[config.mk]
export PLATFORM = sky130hd
export DESIGN_NAME = mux_scan_sel
export DESIGN_NICKNAME = d
export VERILOG_FILES = /design/src/rtl/mux_scan_sel.sv
export SDC_FILE = /design/constraint.sdc
export NUM_CORES = 1
export LEC_CHECK = 0
export ABC_AREA = 1
export CAP_MARGIN = 20
export CORE_UTILIZATION = 45
export CTS_CLUSTER_DIAMETER = 50
export DETAILED_ROUTE_END_ITERATION = 8
export GPL_TIMING_DRIVEN = 1
export PLACE_DENSITY = 0.78
export SYNTH_ARGS = -nofsm -noshare
export SYNTH_HDL_FRONTEND = slang
export SYNTH_SLANG_ARGS = --single-unit
[constraint.sdc]
create_clock -name clk -period 2.3 [get_ports clk]
set_input_delay 0.46 -clock clk [delete_from_list [all_inputs] [get_ports clk]]
set_output_delay 0.46 -clock clk [all_outputs]
set_load 0.01 [all_outputs]
[src/rtl/mux_scan_sel.sv]
// Registered N-channel mux with direct select and in-order scan modes.
// Define MUX_SCAN_CONT_EN for continuous scanning (wraps instead of returning to IDLE).
module mux_scan_sel #(
    parameter int WIDTH    = 1,
    parameter int CHANNELS = 16,
    parameter int SELW     = 4
) (
    input  logic                      clk,
    input  logic                      rst,
    input  logic [CHANNELS*WIDTH-1:0] din,
    input  logic                      mode,
    input  logic [SELW-1:0]           sel,
    input  logic                      start,
    output logic [WIDTH-1:0]          dout,
    output logic [SELW-1:0]           ch,
    output logic                      valid,
    output logic                      done
);

    typedef enum logic {IDLE, SCAN} state_t;

    localparam int unsigned     NCH  = CHANNELS;
    localparam logic [SELW-1:0] LAST = SELW'(CHANNELS - 1);

    state_t            state, state_nx;
    logic [SELW-1:0]   idx, idx_nx;
    logic [WIDTH-1:0]  dout_nx;
    logic [SELW-1:0]   ch_nx;
    logic              valid_nx;
    logic              done_nx;

    // Out-of-range selects fall through to zero rather than reading past din.
    function automatic logic [WIDTH-1:0] pick(input logic [CHANNELS*WIDTH-1:0] d,
                                              input logic [SELW-1:0] k);
        logic [WIDTH-1:0] r;
        r = '0;
        for (int unsigned i = 0; i < NCH; i++) begin
            if (32'(k) == i) r = d[i*WIDTH +: WIDTH];
        end
        return r;
    endfunction

    always_ff @(posedge clk) begin
        if (rst) begin
            state <= IDLE;
            idx   <= '0;
            dout  <= '0;
            ch    <= '0;
            valid <= 1'b0;
            done  <= 1'b0;
        end else begin
            state <= state_nx;
            idx   <= idx_nx;
            dout  <= dout_nx;
            ch    <= ch_nx;
            valid <= valid_nx;
            done  <= done_nx;
        end
    end

    always_comb begin
        state_nx = state;
        idx_nx   = idx;
        dout_nx  = dout;
        ch_nx    = ch;
        valid_nx = 1'b0;
        done_nx  = 1'b0;
        if (!mode) begin
            state_nx = IDLE;
            idx_nx   = '0;
            ch_nx    = sel;
            if (32'(sel) < NCH) begin
                dout_nx  = pick(din, sel);
                valid_nx = 1'b1;
            end else begin
                dout_nx  = '0;
            end
        end else begin
            unique case (state)
                IDLE: begin
                    if (start) begin
                        dout_nx  = pick(din, '0);
                        ch_nx    = '0;
                        valid_nx = 1'b1;
                        idx_nx   = SELW'(1);
                        state_nx = SCAN;
                    end
                end
                SCAN: begin
`ifndef MUX_SCAN_CONT_EN
                    // done high means the last channel was loaded on the previous edge.
                    if (done) begin
                        state_nx = IDLE;
                        idx_nx   = '0;
                    end else
`endif
                    begin
                        dout_nx  = pick(din, idx);
                        ch_nx    = idx;
                        valid_nx = 1'b1;
                        if (idx == LAST) begin
                            done_nx = 1'b1;
                            idx_nx  = '0;
                        end else begin
                            idx_nx  = idx + SELW'(1);
                        end
                    end
                end
                default: state_nx = IDLE;
            endcase
        end
    end

endmodule
---- Word level (Yosys, flattened, before mapping) ----
Index checks and enable logic that the tools add are counted.
W data, S select, Z words.
storage, ports and cells
  input port bits ......................... 24
  output and inout bits ................... 7
  bits in registers ....................... 12
  word-level logic and storage cells ...... 96
cells by class
  bitwise logic cells ..................... 2
  mux-type cells .......................... 49
  reductions and logical operators ........ 5
  $add $sub $neg .......................... 1
  equality and inequality tests ........... 33
operator list
  kind                   number
  $eq A4 B4 Y1 const B   16
  $mux W1                39
  $eq A4 B3 Y1 const B   8
  $mux W4                6
  $eq A4 B2 Y1 const B   4
  $pmux W4 S2            2
  $eq A4 B1 Y1 const B   2
  $logic_not A4 Y1       2
  $ne A3 B3 Y1 const B   2
  $add A4 B1 Y4 const B  1
  $pmux W1 S2            2
  $reduce_or A4 Y1       1
  $ne A2 B2 Y1 const B   1
  $not A1 Y1             2
  $reduce_and A2 Y1      1
  $reduce_or A2 Y1       1

---- Longest topological paths before layout ----
Gate-level depths: netlist (run 1).
  depth after elaboration ................. 20
  gate-level depth with buffers ........... 19
  gate-level depth less buffers ........... 19

---- Worst setup path after synthesis (run 1) ----
No wires, ideal clock.
  path kind ............................... register to register
  start point ............................. reg idx[1]
  end point ............................... reg dout
  period minus slack after synthesis ...... 1,588 ps
  data arrival time ....................... 1,476 ps
  stages on the path, launching flop included .. 19
  library setup time ...................... 112 ps
  buffers on the path ..................... 0
  required time ........................... 2,188 ps
  path slack .............................. 712 ps
  cell sequence ........................... dfxtp_1 > inv_1 > ha_1 > a21oi_1 > nand2_1 > nand3_1 > nand2_1 > nand2_1 > nand2_1 > nand2_1 > nand2_1 > nand2_1 > nand2_1 > nand2_1 > nand2_1 > nand2_1 > nand2_1 > nand2_1 > nand2_1
on the way
  cells in the longest elaborated chain, start to end .. 20
  elaborated cells on any way between the ends .. 35
  those cells by class .................... 15 x eq/ne; 19 x mux; 1 x reduce/logical
RTL lines
  what                    line  RTL
  from (decl)             26    logic [SELW-1:0] idx, idx_nx;
  from (signal assigned)  53    idx <= idx_nx;
  $logic_not A4 Y1        38    if (32'(k) == i) r = d[i*WIDTH +: WIDTH];
  $mux W1 (15 in series)  38
  $mux W1 (*)             38
  $mux W1 (*)             92    if (done) begin
  $pmux W1 S2 (*)         79    unique case (state)
  $mux W1 (*)             68    if (!mode) begin
  to (signal assigned)    54    dout <= dout_nx;
  to (decl)               14    output logic [WIDTH-1:0] dout,
Mark *: on every way between the ends. The rest lies on a longest branch, timed or not. The select of a mux whose other input is x is not followed.
A chain may end at the register's enable or synchronous reset.

---- Worst setup path in the final report (run 1) ----
  start point ............................. in sel[0]
  end point ............................... reg dout
on the way
  cells in the longest elaborated chain, start to end .. 18
  elaborated cells on any way between the ends .. 33
  those cells by class .................... 15 x eq/ne; 17 x mux; 1 x reduce/logical
RTL lines
  what                    line  RTL
  from (decl)             12    input logic [SELW-1:0] sel,
  $logic_not A4 Y1        38
  $mux W1 (15 in series)  38
  $mux W1 (*)             38
  $mux W1 (*)             68
Mark *: on every way between the ends. The rest lies on a longest branch, timed or not.

==> impl_metrics.py, run 1 <==
metrics = {
    "clocking": {
        "ctsHoldBuffers": 0,
        "cts_root_buf": "clkbuf_4",
        "post_cts_buffers": 0,
        "cts_buffer_depth": 2,
        "cts_max_level": 1,
        "cts_buffers": 3,
        "clkTransAtPathRegs_ns": 0.07,
        "cts_tree": "yes",
        "numClockSinks": 12,
        "post_cts_resized": 0,
        "clk_latency_ns": 0.28,
    },
    "critical_path": {
        "slowest_delay_ns": 0.61,
        "rr_worst_depth": 18,
        "startpoint_type": "input pin",
        "r2r-end": "dout$_SDFFE_PP0P_",
        "crit_family": "buffers and inverters",
        "cp_num_buf_inv": 2,
        "cpMostUsedCell": "nand2_1",
        "cp_slowest_cell": "clkdlybuf4s50_1",
        "reg2reg_from": "idx[1]$_SDFFE_PP0P_",
        "crit_required_ns": 2.48,
        "crit_chain": "clkdlybuf4s50_1, inv_2, o211ai_1, nand3_1, nand3_1, nand2_1, nor3_2, nand4_1, nand2_1, nand2_1, nand2_1, nand2_1",
        "r2r_setup_slack_ns": 0.49,
        "critPathArrivalTime_ns": 2.00,
        "end_kind": "register",
        "path_max_fanout": 8,
        "worstSetupPathType": "in -> reg",
    },
    "finish": {
        "finish.instance_area_um2": 1325,
        "fin_nets": 227,
        "drive_gt1_share_pct": 3.535,
        "n_antenna_cell": 0,
        "syn2layout_area_growth_pct": 36.47,
        "layout_commonest_cell": "nand2_1",
        "fin_cells": 225,
        "final_cell_mix": "49 x nand2_1, 30 x clkdlybuf4s50_1, 28 x inv_1, 16 x nor2_1, 12 x dfxtp_1",
        "final_core_util_pct": 66.19,
    },
    "global_routing": {
        "antenna_found_initial": 0,
        "overflow": 0,
        "track_usage_pct": 26.74,
        "grt_pass1_vias": 1114,
        "grt_pass1_wl_um": 4954,
        "grt_max_degree": 12,
    },
    "place": {
        "dp_hpwl_um": 2193,
        "placed_area_um2": 1289,
        "io_buffers": 30,
        "pre_cts_ws_ns": 0.1847,
        "routabilityCongestion": 0.8257,
        "dp.cells": 221,
    },
    "job": {
        "max_cap_violations": 0,
    },
    "die": {
        "ios": 31,
        "core_area_um2": 2002,
        "initial_utilization_pct": 48.50,
        "die_height_um": 48.45,
        "rows": 16,
        "dieWidth_um": 48.45,
        "dieArea_um2": 2347,
    },
    "timing": {
        "hold_violations": 0,
        "fmax_ghz": 0.5499,
        "hold_slack_ns": 0.4823,
        "fin_crit_ns": 1.818,
        "drv_slew": 0,
        "fin_tns_setup_ns": 0,
        "relSlewSlack_pct": 73.93,
        "fin_ws_ns": 0.4816,
        "finalClockSkew_ns": 0.009330,
        "tightest_slew_ns": 0.3896,
        "finalSetupViolations": 0,
        "rsz0062_at_grt": "false",
        "timing.final.crit_share_pct": 79.06,
    },
    "logic_synthesis": {
        "synth_top_family_by_area": "simple AND/OR/NAND/NOR gates",
        "synth-xor-area-share_pct": 0.9021,
        "synth_cells": 166,
        "syn_area_um2": 970.9,
        "seq_area_frac_synth_pct": 24.74,
        "yosys.area_share.adder_pct": 5.155,
        "syn_area_per_cell_um2": 5.849,
        "syn_nets": 194,
        "synthSimpleGateAreaFrac_pct": 40.08,
        "ys_ff_latch": 12,
        "synth.area.mux_share_pct": 0,
        "synth_cell_types": 22,
        "synth-compound-area-share_pct": 16.24,
        "yosys_warnings": 0,
    },
    "power_and_ir_drop": {
        "peakVddDrop_uv": 535.1,
        "swShare_pct": 26.89,
        "power_switching_uw": 141.2,
        "power.density_nw_per_um2": 396.4,
        "combPwrFrac_pct": 26.8,
        "p_int_uw": 384.0,
        "leakage_nw": 0.5601,
        "clkPwrFrac_pct": 31.0,
        "seqPwrFrac_pct": 42.2,
        "power.total_uw": 525.3,
    },
    "hold_path": {
        "worstHoldPathType": "reg -> reg",
        "whs_path_depth": 2,
        "min_from": "ch[2]$_SDFFE_PP0P_",
        "holdPathEnd": "ch[2]$_SDFFE_PP0P_",
    },
    "routing": {
        "drc": 0,
        "route.detailed.wl_per_inst_um": 11.84,
        "drt_pass1_iterations": 4,
        "vias_per_cell": 5.209,
        "dr.first_iter.drc_count": 46,
        "wl_um": 2663,
        "dr_total_vias": 1172,
        "ant_nets": 0,
    },
    "run_status": {
        "status": "completed",
    },
}
flip-flops by register name, summed over array words and instances, names as in the netlist:
name,cells
ch,4
idx,4
dout,1
valid,1
state,1
done,1
worst reg2reg max path: stages (launching register included):
cell and delay [ns]:
dfxtp_1 0.42, inv_1 0.11, ha_1 0.24, a21oi_1 0.15, nand2_1 0.07, nand3_1 0.09, nand2_1 0.05, nand2_1 0.05
nand2_1 0.05, nand2_1 0.05, nand2_1 0.05, nand2_1 0.06, nand2_1 0.05, nand2_1 0.05, nand2_1 0.04, nand2_1 0.05
nand2_1 0.04, nand2_1 0.05, nand2_1 0.04
per-layer routing:
metal	vias up	wire, µm	global-route usage (%)
met2	45	1242	42.25
met5	-	0	0
li1	609	-	-
met4	0	7	6.373
met3	2	199	6.918
met1	516	1214	36.36
logic make-up (layout without fill, tap and decap cells):
kind of cell    count (synthesis)  after routing
fa+ha+maj                       4              4
simple gates                   91             91
flops                          12             12
xor+xnor                        1              1
buf+inv                        31             63
compound gates                 27             27
cells in the mapped netlist:
cell,instances,area share [%]
ha_1,4,5.2
nor3_1,6,3.1
nor2_1,16,6.2
o211ai_1,3,2.3
nor4_1,3,1.9
xor2_1,1,0.90
dfxtp_1,12,25
or2_1,1,0.64
nor3_2,1,1.0
nand3_1,11,5.7
a31oi_1,4,2.6
a21oi_1,11,5.7
nand4_1,3,1.9
nand2_1,49,19
a41oi_1,2,1.8
nor2_2,1,0.64
buf_6,1,1.2
buf_2,1,0.51
o21a_1,1,0.77
o21ai_0,6,3.1
inv_1,28,11
inv_2,1,0.39
power by group through the flow:
stage | clock, mW | sequential [mW] | combinational (mW)
2_1_floorplan | 0 | 0.229 | 0.0608
3_3_place_gp | 0 | 0.226 | 0.138
3_5_place_dp | 0 | 0.226 | 0.141
4_1_cts | 0.173 | 0.222 | 0.141
5_1_grt | 0.189 | 0.223 | 0.158
6_report | 0.163 | 0.222 | 0.141
layout make-up:
type                    count  area, µm²
clock buffers               4      36.28
fillers                   189      676.9
inverters                  29      108.9
multi-input cells         123      605.6
flip-flops and latches     12      240.2
well taps                  27      33.78
repair buffers             30      300.3
worst max path at each step:
| stage | start | endpoint | slack, ns | depth (start not counted) |
|---|---|---|---|---|
| 6_report | sel[0] | dout$_SDFFE_PP0P_ | 0.48 | 12 |
| 5_1_grt | idx[1]$_SDFFE_PP0P_ | dout$_SDFFE_PP0P_ | 0.24 | 18 |
| 4_1_cts | idx[1]$_SDFFE_PP0P_ | dout$_SDFFE_PP0P_ | 0.48 | 18 |
| 3_5_place_dp | sel[0] | dout$_SDFFE_PP0P_ | 0.18 | 12 |
| 3_3_place_gp | sel[0] | dout$_SDFFE_PP0P_ | 0.24 | 14 |
| 2_1_floorplan | idx[1]$_SDFFE_PP0P_ | dout$_SDFFE_PP0P_ | 0.71 | 18 |
Note: power is estimated with default switching activity, not from simulation.
==> run 2, diff against run 1 <==
--- a/config.mk
+++ b/config.mk
@@ -7,11 +7,11 @@
 export LEC_CHECK = 0
 export ABC_AREA = 1
 export CAP_MARGIN = 20
-export CORE_UTILIZATION = 45
+export CORE_UTILIZATION = 41
 export CTS_CLUSTER_DIAMETER = 50
 export DETAILED_ROUTE_END_ITERATION = 8
 export GPL_TIMING_DRIVEN = 1
-export PLACE_DENSITY = 0.78
+export PLACE_DENSITY = 0.75
 export SYNTH_ARGS = -nofsm -noshare
 export SYNTH_HDL_FRONTEND = slang
 export SYNTH_SLANG_ARGS = --single-unit
==> constraint.sdc (replaced) <==
create_clock -name clk -period 1.6 [get_ports clk]
set_input_delay 0.32 -clock clk [delete_from_list [all_inputs] [get_ports clk]]
set_output_delay 0.32 -clock clk [all_outputs]
set_load 0.01 [all_outputs]
==> impl_metrics.py, run 2 (synthesis gave the netlist of run 1 again) <==
metrics = {
    "finish": {
        "n_fill_cell": 206,
        "syn2layout_area_growth_pct": 59.79,
        "final_cell_mix": "48 x nand2_1, 30 x clkdlybuf4s50_1, 25 x inv_1, 23 x buf_4, 16 x nor2_1",
        "layout_commonest_cell": "nand2_1",
        "finish.instance_area_um2": 1551,
        "largestRegisters": "ch x4, idx x4",
        "final_core_util_pct": 70.14,
        "drive_gt1_share_pct": 19.00,
        "fin_nets": 250,
        "n_antenna_cell": 0,
    },
    "power_and_ir_drop": {
        "peakVddDrop_uv": 418.8,
        "power.density_nw_per_um2": 523.6,
        "leakage_nw": 0.6773,
    },
    "timing": {
        "fmax_ghz": 0.6093,
        "fin_crit_ns": 1.641,
        "drv_slew": 0,
        "fin_ws_ns": -0.04128,
        "tightest_slew_ns": 0.3260,
        "finalClockSkew_ns": 0.005661,
        "rsz0062_at_grt": "true",
        "relSlewSlack_pct": 78.07,
        "hold_violations": 0,
        "timing.final.crit_share_pct": 102.6,
        "fin_tns_setup_ns": -0.04128,
        "finalSetupViolations": 1,
    },
    "routing": {
        "dr_total_vias": 1304,
        "drt_pass1_iterations": 4,
        "dr.first_iter.drc_count": 36,
        "vias_per_cell": 5.237,
        "route.detailed.wl_per_inst_um": 12.65,
        "drc": 0,
        "ant_nets": 0,
        "wl_um": 3150,
    },
    "critical_path": {
        "path_max_fanout": 3,
        "r2r_setup_slack_ns": -0.04,
        "crit_chain": "buf_4, ha_1, nand3_1, nand2_1, inv_1, nand2_2, nand2_1, nand2_1, nand2_1, nand2_1, nand2_1, nand2_1, nand2_1, nand2_1, nand2_1, nand2_1, nand2_1, nand2_1",
        "rr_worst_depth": 18,
        "reg2reg_from": "idx[1]$_SDFFE_PP0P_",
        "slowest_delay_ns": 0.36,
        "startpoint_type": "register",
        "cp_slowest_cell": "dfxtp_4",
        "worstSetupPathType": "reg -> reg",
        "r2r-end": "dout$_SDFFE_PP0P_",
        "end_kind": "register",
        "cpMostUsedCell": "nand2_1",
        "crit_required_ns": 1.78,
        "critPathArrivalTime_ns": 1.82,
    },
    "hold_path": {
        "holdPathEnd": "ch[0]$_SDFFE_PP0P_",
        "worstHoldPathType": "reg -> reg",
        "whs_path_depth": 2,
        "min_from": "ch[0]$_SDFFE_PP0P_",
    },
    "place": {
        "routabilityCongestion": 0.8973,
        "io_buffers": 30,
        "pre_cts_ws_ns": -0.2728,
        "placed_area_um2": 1463,
        "dp_hpwl_um": 2515,
    },
    "job": {
        "max_cap_violations": 0,
    },
    "clocking": {
        "ctsHoldBuffers": 0,
        "numClockSinks": 12,
        "cts_root_buf": "clkbuf_4",
        "cts_tree": "yes",
        "cts_buffer_depth": 2,
        "cts_buffers": 3,
        "clkTransAtPathRegs_ns": 0.08,
        "cts_max_level": 1,
        "clk_latency_ns": 0.28,
    },
    "die": {
        "initial_utilization_pct": 43.89,
        "core_area_um2": 2212,
        "ios": 31,
        "dieArea_um2": 2567,
        "dieWidth_um": 50.67,
        "die_height_um": 50.67,
        "rows": 17,
    },
    "global_routing": {
        "grt_pass1_vias": 1266,
        "antenna_found_initial": 0,
        "overflow": 0,
        "grt_pass1_wl_um": 5409,
        "grt_max_degree": 10,
        "track_usage_pct": 27.50,
    },
    "run_status": {
        "violations": "setup timing",
        "status": "finished with violations",
    },
}
==> run 2: changes by cell type in the layout (fill, tap and decap cells not counted), sizes merged <==
cell	previous run	this run
buf	0	23
==> run 2: area by class of cell <==
type	instances	area, µm²	share of cell area (%)
multi-input cells	123	648.1	41.77
repair buffers	53	473.0	30.48
flip-flops and latches	12	247.7	15.97
inverters	29	111.4	7.177
clock buffers	4	36.28	2.339
well taps	28	35.03	2.258
==> run 2: through the flow <==
step / hold WS, ns / cells / power (mW)
floorplan: 0.3894 / 166 / 0.4163
global placement: 0.4554 / 245 / 0.5592
detailed placement: 0.4657 / 245 / 0.5638
CTS: 0.4787 / 249 / 0.8171
global route: 0.4985 / 249 / 0.8584
finish: 0.4743 / 249 / 0.8123
==> run 2: critical path: cells and delay by family (launching register included) <==
family | cells | cell delay [ns]
AND/OR/NAND/NOR | 15 | 0.78
flip-flops | 1 | 0.36
buffers and inverters | 2 | 0.20
adder cells (fa/ha/maj) | 1 | 0.19
==> run 2: timing repair <==
action / CTS / global route
gates resized for setup: 14 / 3
pin swaps: 7 / 7
cloned: 0 / 0
buffers inserted: 0 / 0
setup endpoints to repair: 1 / 1
==> run 2: per-layer routing <==
metal | track usage, % | vias to the layer above | routed length [µm]
met5 | 0 | - | 0
met4 | 7.407 | 0 | 25
met3 | 6.667 | 5 | 223
met2 | 49.56 | 55 | 1574
met1 | 31.94 | 589 | 1326
li1 | - | 655 | -
==> run 2: how the worst max path moves through the flow <==
stage,startpoint,to,slack [ns],cells after the start
floorplan,idx[1]$_SDFFE_PP0P_,dout$_SDFFE_PP0P_,0.01,18
global placement,sel[0],dout$_SDFFE_PP0P_,-0.21,14
detailed placement,din[5],dout$_SDFFE_PP0P_,-0.27,17
CTS,idx[1]$_SDFFE_PP0P_,dout$_SDFFE_PP0P_,-0.005,18
global route,idx[1]$_SDFFE_PP0P_,dout$_SDFFE_PP0P_,-0.18,19
finish,idx[1]$_SDFFE_PP0P_,dout$_SDFFE_PP0P_,-0.04,18
==> run 2: where the power goes <==
group	total, mW	leakage, nW	internal, mW	switching, mW
Combinational	0.250	0.557	0.137	0.114
Clock	0.244	0.0210	0.139	0.106
Sequential	0.318	0.0998	0.309	0.00902
Total	0.812	0.677	0.584	0.228
